## src/rtl/slurm16_uart_rx_pkg.sv

```systemverilog
// ---------------------------------------------------------------------------
// slurm16_uart_pkg
//   Shared definitions for the slurm16 UART receive and transmit paths.
//   - rx_state_e : receiver frame FSM states
//   - calc_div   : rounded clocks-per-bit divisor from clock and baud rate
//   - DATA_BITS  : data bits per frame (8-N-1)
// ---------------------------------------------------------------------------
package slurm16_uart_pkg;

  localparam int unsigned DATA_BITS = 8;

  typedef enum logic [1:0] {
    IDLE,
    START,
    DATA,
    STOP
  } rx_state_e;

  function automatic int unsigned calc_div(input int unsigned clock_freq,
                                           input int unsigned baud);
    return (clock_freq + baud / 2) / baud;
  endfunction

endpackage

```

## src/rtl/slurm16_uart_rx_if.sv

```systemverilog
// ---------------------------------------------------------------------------
// slurm16_uart_rx_if
//   CPU-side receive port of the UART.
//   rx_data   : byte at FIFO head (valid while rx_valid)
//   rx_valid  : FIFO non-empty
//   rx_ready  : consumer pops the head when rx_valid & rx_ready
//   frame_err : sticky framing-error flag
//   overrun   : sticky overrun flag
//   err_clear : clears both sticky flags
//   master = receiver side, slave = consumer side.
// ---------------------------------------------------------------------------
interface slurm16_uart_rx_if;
  import slurm16_uart_pkg::*;

  logic [DATA_BITS-1:0] rx_data;
  logic                 rx_valid;
  logic                 rx_ready;
  logic                 frame_err;
  logic                 overrun;
  logic                 err_clear;

  modport master (
    output rx_data, rx_valid, frame_err, overrun,
    input  rx_ready, err_clear
  );

  modport slave (
    input  rx_data, rx_valid, frame_err, overrun,
    output rx_ready, err_clear
  );
endinterface

```

## src/rtl/slurm16_uart_rx_fifo.sv

```systemverilog
// ---------------------------------------------------------------------------
// slurm16_sync_fifo
//   Single-clock FIFO with registered storage and combinational head read.
//   clk_i, rst_i : clock, async active-high reset (empties the FIFO)
//   push_i/data_i: write request and data (dropped when full unless popping)
//   pop_i        : consume head (ignored when empty)
//   data_o       : head entry
//   full_o/empty_o: status
// ---------------------------------------------------------------------------
module slurm16_sync_fifo #(
  parameter int unsigned WIDTH = 8,
  parameter int unsigned LOG2  = 2
) (
  input  logic             clk_i,
  input  logic             rst_i,
  input  logic             push_i,
  input  logic [WIDTH-1:0] data_i,
  input  logic             pop_i,
  output logic [WIDTH-1:0] data_o,
  output logic             full_o,
  output logic             empty_o
);

  localparam int unsigned DEPTH = 2 ** LOG2;

  logic [WIDTH-1:0] mem_q [DEPTH];
  logic [LOG2:0]    wr_ptr_q, rd_ptr_q;
  logic             do_push, do_pop;

  assign empty_o = (wr_ptr_q == rd_ptr_q);
  assign full_o  = (wr_ptr_q[LOG2] != rd_ptr_q[LOG2]) &&
                   (wr_ptr_q[LOG2-1:0] == rd_ptr_q[LOG2-1:0]);
  assign data_o  = mem_q[rd_ptr_q[LOG2-1:0]];

  assign do_pop  = pop_i & ~empty_o;
  // A pop in the same cycle frees the slot the push lands in.
  assign do_push = push_i & (~full_o | do_pop);

  always_ff @(posedge clk_i or posedge rst_i) begin
    if (rst_i) begin
      wr_ptr_q <= '0;
      rd_ptr_q <= '0;
      for (int unsigned i = 0; i < DEPTH; i++) mem_q[i] <= '0;
    end else begin
      if (do_push) begin
        mem_q[wr_ptr_q[LOG2-1:0]] <= data_i;
        wr_ptr_q <= wr_ptr_q + 1'b1;
      end
      if (do_pop) rd_ptr_q <= rd_ptr_q + 1'b1;
    end
  end

endmodule

```

## src/rtl/slurm16_uart_rx.sv

```systemverilog
// ---------------------------------------------------------------------------
// slurm16_uart_rx
//   8-N-1 UART receiver with mid-bit sampling, receive FIFO and sticky
//   framing/overrun flags.
//   clk_i     : system clock
//   rst_i     : async active-high reset
//   uart_rx_i : asynchronous serial input, idles high
//   bus       : CPU-side receive port (master modport)
// ---------------------------------------------------------------------------
module slurm16_uart_rx
  import slurm16_uart_pkg::*;
#(
  parameter int unsigned CLOCK_FREQ = 12000000,
  parameter int unsigned BAUD       = 115200,
  parameter int unsigned FIFO_LOG2  = 2
) (
  input  logic               clk_i,
  input  logic               rst_i,
  input  logic               uart_rx_i,
  slurm16_uart_rx_if.master  bus
);

  localparam int unsigned DIV = calc_div(CLOCK_FREQ, BAUD);
  localparam int unsigned CW  = $clog2(DIV);
  localparam logic [CW-1:0] HALF_LOAD = CW'(DIV / 2 - 1);
  localparam logic [CW-1:0] FULL_LOAD = CW'(DIV - 1);

  rx_state_e            state_q, state_d;
  logic [CW-1:0]        cnt_q, cnt_d;
  logic [2:0]           idx_q, idx_d;
  logic [DATA_BITS-1:0] shift_q, shift_d;
  logic                 brk_q, brk_d;
  logic                 sync1_q, rx_s_q;
  logic                 ferr_q, ovr_q;
  logic                 push, ferr_set, ovr_set;
  logic                 fifo_full, fifo_empty;

  always_ff @(posedge clk_i or posedge rst_i) begin
    if (rst_i) begin
      sync1_q <= 1'b1;
      rx_s_q  <= 1'b1;
    end else begin
      sync1_q <= uart_rx_i;
      rx_s_q  <= sync1_q;
    end
  end

  always_ff @(posedge clk_i or posedge rst_i) begin
    if (rst_i) begin
      state_q <= IDLE;
      cnt_q   <= '0;
      idx_q   <= '0;
      shift_q <= '0;
      brk_q   <= 1'b0;
    end else begin
      state_q <= state_d;
      cnt_q   <= cnt_d;
      idx_q   <= idx_d;
      shift_q <= shift_d;
      brk_q   <= brk_d;
    end
  end

  always_comb begin
    state_d  = state_q;
    cnt_d    = cnt_q;
    idx_d    = idx_q;
    shift_d  = shift_q;
    brk_d    = brk_q;
    push     = 1'b0;
    ferr_set = 1'b0;
    unique case (state_q)
      IDLE: begin
        // After a framing error the line must be seen high before the
        // next start, so a held break reports only once.
        if (brk_q) begin
          if (rx_s_q) brk_d = 1'b0;
        end else if (!rx_s_q) begin
          cnt_d   = HALF_LOAD;
          state_d = START;
        end
      end
      START: begin
        if (cnt_q == '0) begin
          if (!rx_s_q) begin
            cnt_d   = FULL_LOAD;
            idx_d   = '0;
            state_d = DATA;
          end else begin
            state_d = IDLE;
          end
        end else begin
          cnt_d = cnt_q - 1'b1;
        end
      end
      DATA: begin
        if (cnt_q == '0) begin
          shift_d = {rx_s_q, shift_q[DATA_BITS-1:1]};
          cnt_d   = FULL_LOAD;
          if (idx_q == 3'(DATA_BITS - 1)) state_d = STOP;
          else                            idx_d   = idx_q + 1'b1;
        end else begin
          cnt_d = cnt_q - 1'b1;
        end
      end
      STOP: begin
        if (cnt_q == '0) begin
          state_d = IDLE;
          if (rx_s_q) begin
            push = 1'b1;
          end else begin
            ferr_set = 1'b1;
            brk_d    = 1'b1;
          end
        end else begin
          cnt_d = cnt_q - 1'b1;
        end
      end
      default: state_d = IDLE;
    endcase
  end

  // Full FIFO is never empty, so rx_ready alone means the pop takes effect.
  assign ovr_set = push & fifo_full & ~bus.rx_ready;

  always_ff @(posedge clk_i or posedge rst_i) begin
    if (rst_i) begin
      ferr_q <= 1'b0;
      ovr_q  <= 1'b0;
    end else begin
      if (ferr_set)           ferr_q <= 1'b1;
      else if (bus.err_clear) ferr_q <= 1'b0;
      if (ovr_set)            ovr_q  <= 1'b1;
      else if (bus.err_clear) ovr_q  <= 1'b0;
    end
  end

  slurm16_sync_fifo #(
    .WIDTH (DATA_BITS),
    .LOG2  (FIFO_LOG2)
  ) u_fifo (
    .clk_i   (clk_i),
    .rst_i   (rst_i),
    .push_i  (push),
    .data_i  (shift_q),
    .pop_i   (bus.rx_ready),
    .data_o  (bus.rx_data),
    .full_o  (fifo_full),
    .empty_o (fifo_empty)
  );

  assign bus.rx_valid  = ~fifo_empty;
  assign bus.frame_err = ferr_q;
  assign bus.overrun   = ovr_q;

endmodule

```

## src/flat_wrapper.sv

```systemverilog
// flat-port wrapper written by rule: the top's interface ports become plain ports
module slurm16_uart_rx_flat import slurm16_uart_pkg::*;
#(
  parameter int unsigned CLOCK_FREQ = 12000000,
  parameter int unsigned BAUD       = 115200,
  parameter int unsigned FIFO_LOG2  = 2
)
  (clk_i, rst_i, uart_rx_i, bus_rx_data, bus_rx_valid, bus_frame_err, bus_overrun, bus_rx_ready, bus_err_clear);
  slurm16_uart_rx_if bus_i ();
  input  logic clk_i;
  input  logic rst_i;
  input  logic uart_rx_i;
  output wire logic [$bits(bus_i.rx_data)-1:0] bus_rx_data;
  output wire logic [$bits(bus_i.rx_valid)-1:0] bus_rx_valid;
  output wire logic [$bits(bus_i.frame_err)-1:0] bus_frame_err;
  output wire logic [$bits(bus_i.overrun)-1:0] bus_overrun;
  input wire logic [$bits(bus_i.rx_ready)-1:0] bus_rx_ready;
  input wire logic [$bits(bus_i.err_clear)-1:0] bus_err_clear;
  assign bus_rx_data = bus_i.rx_data;
  assign bus_rx_valid = bus_i.rx_valid;
  assign bus_frame_err = bus_i.frame_err;
  assign bus_overrun = bus_i.overrun;
  assign bus_i.rx_ready = bus_rx_ready;
  assign bus_i.err_clear = bus_err_clear;
  slurm16_uart_rx #(.CLOCK_FREQ(CLOCK_FREQ), .BAUD(BAUD), .FIFO_LOG2(FIFO_LOG2)) u_core (.clk_i(clk_i), .rst_i(rst_i), .uart_rx_i(uart_rx_i), .bus(bus_i));
endmodule
```

## config.mk

```make
export PLATFORM = sky130hd
export DESIGN_NAME = slurm16_uart_rx_flat
export DESIGN_NICKNAME = d
export VERILOG_FILES = /design/src/rtl/slurm16_uart_rx_pkg.sv /design/src/rtl/slurm16_uart_rx_if.sv /design/src/rtl/slurm16_uart_rx_fifo.sv /design/src/rtl/slurm16_uart_rx.sv /design/src/flat_wrapper.sv
export SDC_FILE = /design/constraint.sdc
export NUM_CORES = 1
export LEC_CHECK = 0
export ABC_AREA = 1
export CAP_MARGIN = 20
export CORE_MARGIN = 2
export CORE_UTILIZATION = 55
export DETAILED_ROUTE_END_ITERATION = 16
export GPL_ROUTABILITY_DRIVEN = 0
export MAX_ROUTING_LAYER = met4
export PLACE_DENSITY = 0.74
export SKIP_LAST_GASP = 1
export SLEW_MARGIN = 10
export SYNTH_ARGS = -nofsm -noshare
export SYNTH_HDL_FRONTEND = slang
export SYNTH_SLANG_ARGS = --single-unit
```

## constraint.sdc

```tcl
create_clock -name clk_i -period 3.4 [get_ports clk_i]
set_input_delay 0.51 -clock clk_i [delete_from_list [all_inputs] [get_ports clk_i]]
set_output_delay 0.51 -clock clk_i [all_outputs]
set_load 0.005 [all_outputs]
```

==> metrics.csv <==
stage;metric;value;unit
synthesis;warnings from Yosys;0;
placed_design;DPL Wire Length;4914;µm
floorplanning;chip width;81.65;µm
finish;Layout area overhead;11.32;%
drt;final WL;6871;µm
worst_setup_path;Worst Path Max Fanout;19;
drt;DRT iter0 DRCs;135;
worst_setup_path;FF-to-FF Start;u_core.cnt_q[0];
drt;Routed Antenna Nets;0;
synthesis;Post-Syn Instances;407;
floorplanning;core area;0.005886;mm²
drt;DRC violations left;0;
power_and_ir_drop;P per Cell Area;528.2;mW/mm²
synthesis;EDFF count, synth;0;
timing;Final setup violation count;0;
floorplanning;I/O Pins;16;
synthesis;count leader, synth;nand2_1;
timing;final hold viol count;0;
power_and_ir_drop;worst-case vdd ir drop;0.3468;mV
synthesis;Commonest cells post-synth;nand2_1 (134), dfrtp_1 (61), nand4_1 (40);
synthesis;Adder-Cell Fraction of Synth Area;5.283;%
cts;total CTS buffers;9;
global_routing;initial antenna violation count;0;
worst_setup_path;setup slack, reg-to-reg;1.00;ns
worst_setup_path;Req. time, crit path;2.89;ns
job;maxcap violations;0;
global_routing;global-route wire length before repair;12010;µm
timing;clock skew after layout;0.009997;ns
synthesis;post-synth top area cell;dfrtp_1;
timing;post-route clock period utilization;76.43;%
global_routing;largest net degree at the start of global routing;38;
finish;layout cells sized above 1;7.963;%
synthesis;mux cell area share after synthesis;0;%
drt;Detailed Routing Iterations Pass 1;4;
min_path;Hold Crit Class;flip-flop to flip-flop;
synthesis;largest cells by area after synthesis;dfrtp_1 (46%), nand2_1 (15%), nand4_1 (7.5%);
cts;CTS Root Cell;clkbuf_8;
timing;RSZ-0062 raised after global routing;false;
worst_setup_path;critical path startpoint category;flip-flop;
drt;WL/cell;13.69;µm
timing;Fmax;0.3848;GHz
timing;Slew Limit Fails;0;
worst_setup_path;WP data arrival;2.09;ns
drt;vias per cell;5.440;
synthesis;sequential fraction of the synthesis area;47.62;%
cts;post-CTS resize count;0;
cts;total setup buffers inserted after CTS;0;
synthesis;top_reg_cell synth;dfrtp_1;
floorplanning;Rows;28;
floorplanning;die area;0.006666;mm²
synthesis;Synth Net Count;426;
synthesis;ys async rst share;100.0;%
cts;clk sinks;63;
status;status;finished clean;
synthesis;largest family of logic cells by synthesized area;simple AND/OR/NAND/NOR gates;
timing;Tightest Pin Transition;0.7761;ns
timing;Worst slew margin;48.18;%
synthesis;Mapped Area;0.003316;mm²
timing;Hold WS;0.3569;ns
synthesis;flops & latches, synth;63;
synthesis;Synth top area share;46.04;%
cts;clock latency on the worst-skew pair;0.35;ns
min_path;Min-Delay Startpoint;u_core.sync1_q;
global_routing;gr usage total;24.16;%
power_and_ir_drop;total power;1.950;mW
synthesis;Avg Cell Area, Syn;8.147;µm²
cts;H-tree levels;3;
synthesis;XOR/XNOR Fraction of Synth Area;1.057;%
floorplanning;Initial Util;56.34;%
cts;CTS tree;done;
synthesis;Synth Area in Compound Gates;7.019;%
cts;Hold-fix buffers, CTS;0;
worst_setup_path;Setup crit start;u_core.u_fifo.rd_ptr_q[0];
worst_setup_path;Crit. End Element;output port;
global_routing;GR Overflow Total;0;
timing;setup_tns;0;ns
synthesis;library cells used by synthesis;26;
global_routing;vias in the first global route;2571;
cts;Longest Clk Path Bufs;2;
worst_setup_path;kind of critical path;flip-flop to output port;
synthesis;Synth Area in Simple Gates;31.85;%
timing;Tmin final;2.599;ns
drt;routed vias;2731;
floorplanning;die height;81.65;µm
power_and_ir_drop;Leak Pwr;1.924;nW
cts;Worst-path clk slew;0.07;ns
placed_design;Port Buffers;15;
finish;antenna cells;0;
finish;Final nets;441;
## sequential cells by signal, indices dropped and copies added, names as in the netlist, named ones only
register	flops
u_core.brk_q	1
u_core.bus.frame_err	1
u_core.bus.overrun	1
u_core.cnt_q	7
u_core.idx_q	3
u_core.rx_s_q	1
u_core.shift_q	8
u_core.state_q	1
u_core.sync1_q	1
u_core.u_fifo.mem_q	32
u_core.u_fifo.rd_ptr_q	3
u_core.u_fifo.wr_ptr_q	3
## cell usage in the layout (no fill, tap or decap), drive strengths merged
master,count
nor2,40
clkinvlp,3
bufinv,1
clkbuf,10
xor2,2
nand4,40
clkdlybuf4s50,15
dfrtp,61
dfstp,2
xnor2,2
clkinv,2
nand3,17
nor3,1
ha,14
o22ai,8
o21a,1
nand2,135
nand3b,1
inv,31
o21ai,30
buf,6
a21oi,5
## report_power, final
part / total (mW) / internal, mW / switching [mW]
clock network: 0.674 / 0.360 / 0.313
registers: 0.796 / 0.769 / 0.0265
logic: 0.480 / 0.230 / 0.250
total: 1.95 / 1.36 / 0.590
## metrics by stage
step / worst slack, ns / instances / area (µm²) / util, %
4_1_cts: 0.7812 / 502 / 3691 / 62.71
3_5_place_dp: 1.012 / 486 / 3483 / 59.18
2_1_floorplan: 1.324 / 407 / 3316 / -
5_1_grt: 0.6039 / 502 / 3691 / 62.71
3_3_place_gp: 1.105 / 486 / 3483 / 59.18
6_report: 0.8013 / 502 / 3691 / 62.71
## cell families (layout without fill, tap and decap cells)
logic type | Yosys count | after routing
DFF | 63 | 63
xor gates and xnor gates | 4 | 4
buffers and inverters | 48 | 68
AOI/OAI and AO/OA | 44 | 44
and+or+nand+nor | 234 | 234
adders and majority gates | 14 | 14
## cell type report
cell class | count | area [µm²]
Fill cell | 514 | 2195
Sequential cell | 63 | 1579
Multi-Input combinational cell | 296 | 1499
Timing Repair Buffer | 21 | 195.2
Clock buffer | 10 | 137.6
Inverter | 31 | 116.4
Tap cell | 75 | 93.84
Clock inverter | 6 | 70.07
## worst paths after layout
kind	cells after the start	endpoint
setup / recovery	5	bus_rx_data[1]
hold / removal	0	u_core.rx_s_q
setup reg to reg	9	u_core.u_fifo.mem_q[21]
hold reg to reg	0	u_core.rx_s_q
max in group asynchronous	3	u_core.u_fifo.mem_q[26]
min in group asynchronous	2	u_core.u_fifo.rd_ptr_q[2]
## layer usage
layer	up-vias	global-route usage (%)	part of all wire (%)	wire, µm
met3	7	5.055	4.6	318
met1	1286	32.23	49	3334
li1	1377	-	-	-
met4	0	8.000	1.1	78
met2	61	37.13	46	3140
met5	-	-	0	0
## critical path: stages (launching register included)
cell,delay (ns)
dfrtp_1,0.36
buf_4,0.19
inv_1,0.38
o21ai_0,0.14
o22ai_1,0.15
clkdlybuf4s50_1,0.52
Power figures use the tool's default switching activity.
==> RTL change 1 (same settings) <==
`BAUD` is set to 115200 in 2 places; all go to 230400.
--- a/src/rtl/slurm16_uart_rx.sv
+++ b/src/rtl/slurm16_uart_rx.sv
@@ -11,7 +11,7 @@
   import slurm16_uart_pkg::*;
 #(
   parameter int unsigned CLOCK_FREQ = 12000000,
-  parameter int unsigned BAUD       = 115200,
+  parameter int unsigned BAUD       = 230400,
   parameter int unsigned FIFO_LOG2  = 2
 ) (
   input  logic               clk_i,
--- a/src/flat_wrapper.sv
+++ b/src/flat_wrapper.sv
@@ -2,7 +2,7 @@
 module slurm16_uart_rx_flat import slurm16_uart_pkg::*;
 #(
   parameter int unsigned CLOCK_FREQ = 12000000,
-  parameter int unsigned BAUD       = 115200,
+  parameter int unsigned BAUD       = 230400,
   parameter int unsigned FIFO_LOG2  = 2
 )
   (clk_i, rst_i, uart_rx_i, bus_rx_data, bus_rx_valid, bus_frame_err, bus_overrun, bus_rx_ready, bus_err_clear);
Function: no difference found for any inputs over 10 cycles, from zero or initial values and one cycle with rst_i high; that may be too few to reach the edited logic, so the function may still have changed.
==> RTL change 1 against the unedited design <==
Worst setup slack lost 200 ps. Count of clock-buffer cells in the layout is the same. Non-clock buffer count shrank 3. Area after synthesis shrank 2.2%. Largest cell class unchanged. Routed wire length shrank 4.6%. First-iteration DRC count grew 41%. Fmax shrank 7.1%. Sequential cell count shrank 1. Critical path type unchanged. Final area shrank 4.2%. Clock skew shrank 1.4 ps.
Power is not compared: it rests on default switching activity, and its combinational part moved more than twofold at a synthesized area within 25%.
==> RTL change 1: results (changes against the unedited design) <==
stage,metric,value,unit,change
cts,cts_resized,0,,unchanged
finish,fillCellCount,515,,was 514
routing,viasPerCell,5.385,,was 5.440
critical_path,crit_end,bus_rx_valid,,was bus_rx_data[1]
routing,met3_length,265,microns,was 318 microns
finish,drive_gt1_frac,0.08213,,was 0.07963
global_route,grt_pass1_wl,11250,microns,"was 12,010 microns"
pwr,combPwrFrac,0.401,,
timing,holdWs,356.1,ps,was 356.9 ps
timing,worstMarginPinSlew,692.6,ps,was 776.1 ps
critical_path,critical_path_arrival,2290,ps,was 2090 ps
synthesis,syn_nets,416,,was 426
synthesis,synth_area_leaders,"dfrtp_1 46%, nand2_1 15%, nand4_1 6.4%",,"was dfrtp_1 46%, nand2_1 15%, nand4_1 7.5%"
finish,fin_nets,428,,was 441
cts,cts_inserted_buffers,9,,unchanged
critical_path,r2r_slack,910,ps,was 1000 ps
global_route,gr-usage-met2,0.3550,,was 0.3713
global_route,grt.total_usage,0.2337,,was 0.2416
critical_path,rr_startpoint,u_core.u_fifo.rd_ptr_q[0],,was u_core.cnt_q[0]
place,hpwl,4675,microns,was 4914 microns
routing,drt-total-wl,6554,microns,was 6871 microns
critical_path,reg2reg_depth,8,,was 9
place,dp_slack,963.3,ps,was 1012 ps
synthesis,seq_area_frac_synth,0.4794,,was 0.4762
critical_path,crit_family,flip-flops,,was buffers and inverters
synthesis,yosysUniqueCellTypes,28,,was 26
place,place.detailed.instances,471,,was 486
outcome,status,finished clean,,unchanged
critical_path,slowest_delay,760,ps,was 520 ps
timing,finalClockSkew,8.553,ps,was 9.997 ps
synthesis,synth_common_cells,"130 x nand2_1, 60 x dfrtp_1, 33 x nand4_1, 33 x nor2_1, 27 x inv_1",,"was 134 x nand2_1, 61 x dfrtp_1, 40 x nand4_1, 36 x nor2_1"
global_route,use_met1,0.3104,,was 0.3223
global_route,first_global_vias,2435,,"was 2,571"
routing,drt-initial-drc-count,190,,was 135
global_route,use_met3,0.04111,,was 0.05055
routing,num_vias,2617,,"was 2,731"
place,place_area,0.003381,sq mm,was 0.003483 sq mm
routing,drt-met1-wl,3189,microns,was 3334 microns
critical_path,crit_slowest_cell,dfrtp_1,,was clkdlybuf4s50_1
routing,wl_met2,3033,microns,was 3140 microns
global_route,grt_max_degree,41,,was 38
RTL change 1: cell types whose count changed in the layout (fill, tap and decap cells not counted), moves of 4 or more:
cell,unedited run,this run
clkinv_2,0,4
nand2_1,134,130
o21ai_0,30,26
nand4_1,40,33
o21ai_1,0,8
RTL change 1: layout make-up:
class | instances | area, sq um | area share
Sequential cell | 62 | 1554 | 0.4395
Multi-Input combinational cell | 289 | 1451 | 0.4105
Timing Repair Buffer | 18 | 172.7 | 0.04883
Clock buffer | 10 | 127.6 | 0.03609
Inverter | 30 | 112.6 | 0.03185
Tap cell | 72 | 90.09 | 0.02548
Clock inverter | 5 | 27.53 | 0.007785
RTL change 1: logic make-up after synthesis:
group,synth area share
AND/OR/NAND/NOR,0.3107
flip-flops,0.4794
AO/OA/AOI/OAI,0.08143
buffers and inverters,0.07295
adder cells (fa/ha/maj),0.05017
XOR/XNOR,0.005404
==> RTL change 2 (same settings) <==
Without the edit above. `shift_q` no longer has a reset.
--- a/src/rtl/slurm16_uart_rx.sv
+++ b/src/rtl/slurm16_uart_rx.sv
@@ -50,15 +50,17 @@
       state_q <= IDLE;
       cnt_q   <= '0;
       idx_q   <= '0;
-      shift_q <= '0;
       brk_q   <= 1'b0;
     end else begin
       state_q <= state_d;
       cnt_q   <= cnt_d;
       idx_q   <= idx_d;
-      shift_q <= shift_d;
       brk_q   <= brk_d;
     end
+  end
+
+  always_ff @(posedge clk_i) begin
+    shift_q <= shift_d;
   end
 
   always_comb begin
Formal check against the unedited RTL: same outputs for any inputs over 10 cycles, from zero or initial values and one cycle with rst_i high; that may be too few to reach the edited logic, so the function may still have changed.
==> RTL change 2 against the unedited design <==
Clock skew decreased by 3.2 ps. Final area decreased by 0.54%. Combinational power decreased by 2%. Area after synthesis decreased by 0.42%. Worst setup slack got worse by 34 ps. Synthesized cell count decreased by 4.4%. Cell count decreased by 3.8%. Total power increased by 3.0%. Sequential power increased by 5.7%. Routed wire length increased by 0.39%. Utilization about the same. Via count decreased by 0.99%. Sequential cell count unchanged. Critical path type unchanged. Largest power group unchanged. Highest routed layer unchanged.
==> RTL change 2: results (changes against the unedited design) <==
stage,metric,value,unit,change
routing,wl_met2,3220,microns,was 3140 microns
timing,finalClockSkew,6.838,ps,was 9.997 ps
routing,dr.pass1.iters,6,,was 4
critical_path,reg2reg_depth,8,,was 9
global_route,first_global_vias,2470,,"was 2,571"
pwr,p_leak,1.826,nW,was 1.924 nW
routing,drt-initial-drc-count,258,,was 135
synthesis,synth-compound-area-share,0.06669,,was 0.07019
pwr,fin_total_pwr,2.007,mW,was 1.950 mW
global_route,use_met3,0.03297,,was 0.05055
synthesis,yosysUniqueCellTypes,27,,was 26
place,place.detailed.instances,467,,was 486
global_route,grt_pass1_wl,11450,microns,"was 12,010 microns"
critical_path,r2r_end,u_core.u_fifo.mem_q[12],,was u_core.u_fifo.mem_q[21]
global_route,gr-usage-met2,0.3574,,was 0.3713
critical_path,crit_end,bus_rx_valid,,was bus_rx_data[1]
routing,viasPerCell,5.598,,was 5.440
global_route,grt.total_usage,0.2373,,was 0.2416
global_route,use_met1,0.3099,,was 0.3223
finish,fillCellCount,505,,was 514
timing,worstMarginPinSlew,700.0,ps,was 776.1 ps
routing,met3_length,332,microns,was 318 microns
global_route,grt_max_degree,31,,was 38
routing,post_drt_wl_per_cell,14.28,microns,was 13.69 microns
synthesis,synth-xor-area-share,0.01061,,was 0.01057
synthesis,synth_common_cells,"109 x nand2_1, 53 x dfrtp_1, 40 x nand4_1, 40 x nor2_1",,"was 134 x nand2_1, 61 x dfrtp_1, 40 x nand4_1, 36 x nor2_1"
finish,fin_nets,422,,was 441
routing,drt-met1-wl,3164,microns,was 3334 microns
pwr,comb_cell_power,0.469,mW,was 0.480 mW
place,hpwl,4820,microns,was 4914 microns
timing,holdWs,358.6,ps,was 356.9 ps
finish,final_cells,483,,was 502
outcome,status,finished clean,,unchanged
RTL change 2: cell types whose count changed in the layout (fill, tap and decap cells not counted), moves of 2 or more:
cell	before	now
edfxtp_1	0	8
dfrtp_1	61	53
clkinvlp_4	3	1
buf_4	6	4
nand2_1	134	109
nor2_4	2	5
nor2_2	2	0
nor2_1	36	40
nand2_2	1	4
RTL change 2: layout make-up:
cell class / instances / area [sq um] / share of cell area
clock buffer: 12 / 166.4 / 0.04533
clock inverter: 4 / 51.30 / 0.01397
inverter: 32 / 122.6 / 0.03340
multi-input combinational: 278 / 1438 / 0.3916
sequential: 63 / 1619 / 0.4410
tap: 75 / 93.84 / 0.02556
timing repair buffer: 19 / 180.2 / 0.04908
RTL change 2: worst max-delay path: cells and delay by family (launching register included):
kind	cells	cell delay, ps
AND/OR/NAND/NOR	4	360
buffers and inverters	2	710
flip-flops	1	690
